### src/rtl/rgmii_rx_speed_adapter.sv
// RGMII receive speed adapter: DDR-captured nibbles to GMII bytes at 10/100/1000M,
// with in-band link status decoding and odd-nibble frame accounting.
`timescale 1ns/1ps
module rgmii_rx_speed_adapter (
    input  logic       clk,
    input  logic       rst_n,
    input  logic [3:0] rx_q1,
    input  logic [3:0] rx_q2,
    input  logic       rx_ctl_1,
    input  logic       rx_ctl_2,
    input  logic [1:0] speed,
    output logic [7:0] gmii_rxd,
    output logic       gmii_rx_dv,
    output logic       gmii_rx_er,
    output logic       gmii_rx_clk_en,
    output logic       inband_link_up,
    output logic [1:0] inband_speed,
    output logic       inband_full_duplex,
    output logic       inband_valid,
    output logic [7:0] odd_nibble_count
);
    localparam int unsigned BYTE_W = 8;
    localparam int unsigned NIB_W  = 4;

    typedef enum logic [1:0] {S_IDLE, S_LOW, S_HIGH} state_e;

    state_e            state_q, state_d;
    logic [NIB_W-1:0]  low_q, low_d;
    logic              low_er_q, low_er_d;
    logic              sfd_q, sfd_d;
    logic              tog_q, tog_d;
    logic [1:0]        speed_q;
    logic [NIB_W-1:0]  prev_nib_q;
    logic              prev_er_q;
    logic [BYTE_W-1:0] rxd_q, rxd_d;
    logic              dv_q, dv_d, er_q, er_d, clk_en_q, clk_en_d;
    logic [BYTE_W-1:0] odd_q, odd_d;
    logic              ib_cand_q;
    logic [NIB_W-1:0]  ib_val_q;
    logic              ib_link_q, ib_dup_q, ib_valid_q;
    logic [1:0]        ib_speed_q;

    logic er_n, spd_chg, ib_cand, ib_hit;

    assign er_n    = rx_ctl_1 ^ rx_ctl_2;
    assign spd_chg = (speed != speed_q);
    assign ib_cand = !rx_ctl_1 && !rx_ctl_2 && (rx_q1 == rx_q2);
    assign ib_hit  = ib_cand && ib_cand_q && (rx_q1 == ib_val_q);

    always_ff @(posedge clk or negedge rst_n) begin
        if (!rst_n) begin
            state_q    <= S_IDLE;
            low_q      <= '0;
            low_er_q   <= 1'b0;
            sfd_q      <= 1'b0;
            tog_q      <= 1'b0;
            speed_q    <= 2'b00;
            prev_nib_q <= '0;
            prev_er_q  <= 1'b0;
            rxd_q      <= '0;
            dv_q       <= 1'b0;
            er_q       <= 1'b0;
            clk_en_q   <= 1'b0;
            odd_q      <= '0;
            ib_cand_q  <= 1'b0;
            ib_val_q   <= '0;
            ib_link_q  <= 1'b0;
            ib_speed_q <= 2'b00;
            ib_dup_q   <= 1'b0;
            ib_valid_q <= 1'b0;
        end else begin
            state_q    <= state_d;
            low_q      <= low_d;
            low_er_q   <= low_er_d;
            sfd_q      <= sfd_d;
            tog_q      <= tog_d;
            speed_q    <= speed;
            prev_nib_q <= rx_q1;
            prev_er_q  <= er_n;
            rxd_q      <= rxd_d;
            dv_q       <= dv_d;
            er_q       <= er_d;
            clk_en_q   <= clk_en_d;
            odd_q      <= odd_d;
            ib_cand_q  <= ib_cand;
            ib_val_q   <= rx_q1;
            // In-band status needs the same idle nibble on two consecutive cycles
            if (ib_hit) begin
                ib_link_q  <= rx_q1[0];
                ib_speed_q <= rx_q1[2:1];
                ib_dup_q   <= rx_q1[3];
                ib_valid_q <= 1'b1;
            end
        end
    end

    always_comb begin
        state_d  = state_q;
        low_d    = low_q;
        low_er_d = low_er_q;
        sfd_d    = sfd_q;
        tog_d    = tog_q;
        rxd_d    = rxd_q;
        dv_d     = dv_q;
        er_d     = er_q;
        clk_en_d = 1'b0;
        odd_d    = odd_q;
        if (speed_q[1]) begin
            state_d  = S_IDLE;
            tog_d    = 1'b0;
            rxd_d    = {rx_q2, rx_q1};
            dv_d     = rx_ctl_1;
            er_d     = er_n;
            clk_en_d = 1'b1;
        end else if (spd_chg && (state_q != S_IDLE)) begin
            // Abort a nibble-mode frame that straddles a speed change
            state_d  = S_IDLE;
            tog_d    = 1'b0;
            rxd_d    = '0;
            dv_d     = 1'b1;
            er_d     = 1'b1;
            clk_en_d = 1'b1;
        end else begin
            case (state_q)
                S_IDLE: begin
                    if (rx_ctl_1) begin
                        low_d    = rx_q1;
                        low_er_d = er_n;
                        sfd_d    = 1'b0;
                        tog_d    = 1'b0;
                        state_d  = S_HIGH;
                    end else begin
                        tog_d = ~tog_q;
                        if (tog_q) begin
                            rxd_d    = '0;
                            dv_d     = 1'b0;
                            er_d     = 1'b0;
                            clk_en_d = 1'b1;
                        end
                    end
                end
                S_HIGH: begin
                    clk_en_d = 1'b1;
                    dv_d     = 1'b1;
                    if (rx_ctl_1) begin
                        rxd_d   = {rx_q1, low_q};
                        er_d    = low_er_q | er_n;
                        state_d = S_LOW;
                        if ({rx_q1, low_q} == 8'hD5) sfd_d = 1'b1;
                    end else begin
                        rxd_d   = {4'h0, low_q};
                        er_d    = 1'b1;
                        state_d = S_IDLE;
                        tog_d   = 1'b0;
                        if (odd_q != 8'hFF) odd_d = odd_q + 8'd1;
                    end
                end
                S_LOW: begin
                    if (rx_ctl_1) begin
                        // A 5 then D arriving across a byte boundary realigns on the SFD
                        if (!sfd_q && (rx_q1 == 4'hD) && (prev_nib_q == 4'h5)) begin
                            rxd_d    = 8'hD5;
                            dv_d     = 1'b1;
                            er_d     = er_n | prev_er_q;
                            clk_en_d = 1'b1;
                            sfd_d    = 1'b1;
                        end else begin
                            low_d    = rx_q1;
                            low_er_d = er_n;
                            state_d  = S_HIGH;
                        end
                    end else begin
                        state_d = S_IDLE;
                        tog_d   = 1'b0;
                    end
                end
                default: state_d = S_IDLE;
            endcase
        end
    end

    assign gmii_rxd           = rxd_q;
    assign gmii_rx_dv         = dv_q;
    assign gmii_rx_er         = er_q;
    assign gmii_rx_clk_en     = clk_en_q;
    assign inband_link_up     = ib_link_q;
    assign inband_speed       = ib_speed_q;
    assign inband_full_duplex = ib_dup_q;
    assign inband_valid       = ib_valid_q;
    assign odd_nibble_count   = odd_q;
endmodule

### config.mk
export PLATFORM = sky130hd
export DESIGN_NAME = rgmii_rx_speed_adapter
export DESIGN_NICKNAME = d
export VERILOG_FILES = /design/src/rtl/rgmii_rx_speed_adapter.sv
export SDC_FILE = /design/constraint.sdc
export NUM_CORES = 1
export LEC_CHECK = 0
export CORE_AREA = 2 2 71 73
export DETAILED_ROUTE_END_ITERATION = 6
export DIE_AREA = 0 0 73 75
export GPL_TIMING_DRIVEN = 1
export MAX_ROUTING_LAYER = met4
export PLACE_DENSITY = 0.73
export SYNTH_ARGS = -nofsm -noshare
export SYNTH_HDL_FRONTEND = slang
export SYNTH_SLANG_ARGS = --single-unit
### constraint.sdc
create_clock -name clk -period 2.02 [get_ports clk]
set_input_delay 0.303 -clock clk [delete_from_list [all_inputs] [get_ports clk]]
set_output_delay 0.303 -clock clk [all_outputs]
set_load 0.05 [all_outputs]
==> results.md <==
### Min path
* Hold Crit Start: inband_valid
* WHS Path Cells: 1
* class of the tightest hold or removal check: reg -> reg
* Worst Hold Path EP: inband_valid

### Final layout
* Ant. Diodes: 0
* Fillers: 398
* multi-input combinational cell area: 0.00105 mm2
* post-layout net count: 279
* relative area change from synthesis to final layout: 34.0%
* register area: 0.00103 mm2
* cell area after layout: 0.00287 mm2
* share of the core filled with cells in the final layout: 61.5%
* layout cell share with drive strength beyond 1: 24.0%

### Setup path
* largest fanout of any net on the critical path: 10
* data required time of the worst path: 2200 ps
* terminus of the critical flop-to-flop path: gmii_rxd[0]
* R2R Path Start: sfd_q
* R2R depth: 6
* endpoint class of the critical path: register
* CP Launch Type: primary input
* register-to-register setup slack: 140 ps
* first element of the critical path: rx_q1[0]
* critical path data arrival time: 2140 ps
* Critical Setup Path Class: in -> reg

### Placed design
* final weighted congestion of routability-driven global placement: 0.823
* worst-case setup slack after placement: -288 ps
* DP HPWL: 3470 um
* cell area after placement: 0.00274 mm2
* number of input and output port buffers inserted: 37

### Timing
* clock period minus final worst setup slack: 1970 ps
* actual slew at the worst max-slew pin: 499 ps
* final setup fails: 0
* clk_skew: 2.22 ps
* final-report max-slew violation count: 0
* worst setup margin: 54.6 ps
* Final Cycle Share: 97.3%
* worst relative slew slack: 66.6%
* Final Hold Fails: 0
* highest clock frequency the design can meet: 0.509 GHz
* smallest hold slack: 475 ps

### Synthesis
* share of the synthesized area in the top cell type: 48.0%
* top-count cell post-synth: sky130_fd_sc_hd__dfrtp_1
* post-synthesis share of cell area spent on xor and xnor gates: 4.91%
* post-synthesis sequential area ratio: 48.0%
* Synth Area in Simple Gates: 15.0%
* largest family of logic cells by synthesized area: simple AND/OR/NAND/NOR gates
* number of distinct library cells after synthesis: 41
* instance count of the mapped netlist: 196
* EDFF count, synth: 0
* adder and majority cell fraction of the synthesized area: 4.09%
* ys flop type: sky130_fd_sc_hd__dfrtp_1
* net count after synthesis: 217
* ranking of synthesized cells by instance count: 41 x sky130_fd_sc_hd__dfrtp_1, 18 x sky130_fd_sc_hd__nand2_1, 14 x sky130_fd_sc_hd__mux2_2, 14 x sky130_fd_sc_hd__o21ai_0
* number of warnings printed during yosys synthesis: 0
* multiplexer area fraction after synthesis: 11.2%
* Synth Cell Area: 0.00214 mm2
* cells taking the most area after synthesis: sky130_fd_sc_hd__dfrtp_1 48%, sky130_fd_sc_hd__mux2_2 7.4%, sky130_fd_sc_hd__ha_1 4.1%
* number of synthesized register bits: 41
* async set or reset register ratio after synthesis: 100%
* post-synth top area cell: sky130_fd_sc_hd__dfrtp_1
* share of the synthesized area in compound gates (AO/OA/AOI/OAI): 12.7%
* mean cell area of the mapped netlist: 10.9 um2

### Power
* areal power density over the cells: 1200 mW/mm2
* worst voltage drop across the vdd grid: 679 uV
* leakage power summed over all cells: 0.00128 uW

### Floorplan
* area of the core: 0.00466 mm2
* Die Span X: 73 um
* die area: 0.00548 mm2
* Cell Rows: 25
* Vert. Die Dim: 75 um
* effective utilization at floorplan: 45.9%
* num ports: 38

### Clock network
* TritonCTS buffer count: 5
* TritonCTS clock tree: yes
* CTS Buffer Depth: 2
* CTS clock-pin slew for the worst setup and hold paths: 70 ps
* latest clock arrival within the worst-skew pair: 290 ps
* master cell of the clock root buffer: sky130_fd_sc_hd__clkbuf_8
* clock tree sinks: 41
* H-tree depth: 2

### Global routing
* Overall Global Routing Usage: 19.8%
* initial antenna violation count: 0
* pin count of the biggest net entering global routing: 42
* global-route wire length before repair: 7910 um
* GR Overflow Total: 0
* number of global-route vias before repair: 1704

### Job
* reported max-cap violation count: 0

### Drt
* DRC violation count after routing: 0
* number of detailed-route iterations in the first pass: 4
* detailed-route via count: 1699
* Routed Wire Length: 4670 um
* Detail Route Antenna Nets: 0
* wire per inst: 15.0 um
* drt initial violations: 90
* Via-to-Cell Ratio: 5.45

### Outcome
* outcome: complete, no violations

## layout make-up
type | count | share of cell area (%)
tap | 54 | 2.36
inverter | 13 | 1.70
timing repair buffer | 63 | 20.5
clock buffer | 7 | 3.01
sequential | 41 | 35.8
multi-input combinational | 134 | 36.6
## per-layer routing
layer | track usage (%) | up-vias | wire length (um)
met5 | - | - | 0
met4 | 7.20 | 0 | 75
met3 | 4.55 | 6 | 207
met2 | 32.1 | 42 | 2330
met1 | 24.3 | 829 | 2060
li1 | - | 822 | -
## kinds of logic (layout without fill, tap and decap cells)
family	after synthesis	in the layout
buffers and inverters	21	83
multiplexers	20	20
adder cells (fa/ha/maj)	7	7
AO/OA/AOI/OAI	40	40
flip-flops	41	41
XOR/XNOR	12	12
AND/OR/NAND/NOR	55	55
## worst max-delay path, stage by stage
cell,delay (ps)
sky130_fd_sc_hd__clkdlybuf4s50_1,530
sky130_fd_sc_hd__and4b_1,260
sky130_fd_sc_hd__and3_4,220
sky130_fd_sc_hd__nand2_1,130
sky130_fd_sc_hd__o221ai_4,220
sky130_fd_sc_hd__buf_12,160
sky130_fd_sc_hd__mux2_2,330
## state kept, by name (all words and copies together) (netlist names), 2 cells and up
name and cells:
speed_q 2, gmii_rxd 8, odd_nibble_count 8, inband_speed 2
low_q 4, state_q 2, ib_val_q 4
## cells in the final DEF (no fill, tap or decap), types with 2 or more instances in the layout
| cell type | Yosys | routed |
|---|---|---|
| sky130_fd_sc_hd__inv_2 | 0 | 2 |
| sky130_fd_sc_hd__nand2_1 | 18 | 18 |
| sky130_fd_sc_hd__nand3_1 | 4 | 4 |
| sky130_fd_sc_hd__a21oi_1 | 5 | 5 |
| sky130_fd_sc_hd__xnor2_1 | 7 | 7 |
| sky130_fd_sc_hd__a31oi_1 | 5 | 5 |
| sky130_fd_sc_hd__inv_1 | 13 | 11 |
| sky130_fd_sc_hd__clkdlybuf4s50_1 | 0 | 36 |
| sky130_fd_sc_hd__xor2_1 | 5 | 5 |
| sky130_fd_sc_hd__and3_1 | 4 | 3 |
| sky130_fd_sc_hd__nor3_1 | 2 | 2 |
| sky130_fd_sc_hd__and4b_1 | 2 | 2 |
| sky130_fd_sc_hd__o22ai_1 | 3 | 3 |
| sky130_fd_sc_hd__a21o_1 | 2 | 2 |
| sky130_fd_sc_hd__nand4_1 | 4 | 4 |
| sky130_fd_sc_hd__mux2_2 | 14 | 14 |
| sky130_fd_sc_hd__mux2_4 | 4 | 4 |
| sky130_fd_sc_hd__nor2_1 | 13 | 13 |
| sky130_fd_sc_hd__dfrtp_1 | 41 | 41 |
| sky130_fd_sc_hd__clkbuf_8 | 0 | 6 |
| sky130_fd_sc_hd__a31o_2 | 2 | 2 |
| sky130_fd_sc_hd__o21ai_0 | 14 | 13 |
| sky130_fd_sc_hd__ha_1 | 7 | 6 |
| sky130_fd_sc_hd__buf_4 | 0 | 23 |
| sky130_fd_sc_hd__buf_12 | 0 | 2 |
## metrics by stage
stage | cells | setup TNS (ps) | total power, uW
final | 312 | 0 | 3440
after global routing | 312 | -104 | 3660
after CTS | 311 | 0 | 3440
after detailed placement | 303 | -5190 | 2900
after global placement | 303 | -4570 | 2860
after floorplan | 196 | 0 | 2300
## where the power goes
group | total (uW) | internal (uW) | switching [uW]
clock | 533 | 271 | 262
sequential | 1190 | 1030 | 164
combinational | 1710 | 718 | 994
total | 3440 | 2020 | 1420
## how the worst max path moves through the flow
stage	slack (ps)	cells past startpoint	to
4_1_cts	20	7	gmii_rxd[6]
3_3_place_gp	-270	7	gmii_rxd[1]
3_5_place_dp	-290	7	gmii_rxd[6]
2_1_floorplan	10	6	odd_nibble_count[1]
6_report	50	7	gmii_rxd[0]
5_1_grt	-20	7	gmii_rxd[1]
## what timing repair did
item	4_1_cts	5_1_grt
buffers inserted	0	1
gates resized for setup	0	9
hold buffers	1	0
setup endpoints to repair	0	23
hold endpoints to repair	41	0
Note: power is estimated with default switching activity, not from simulation.
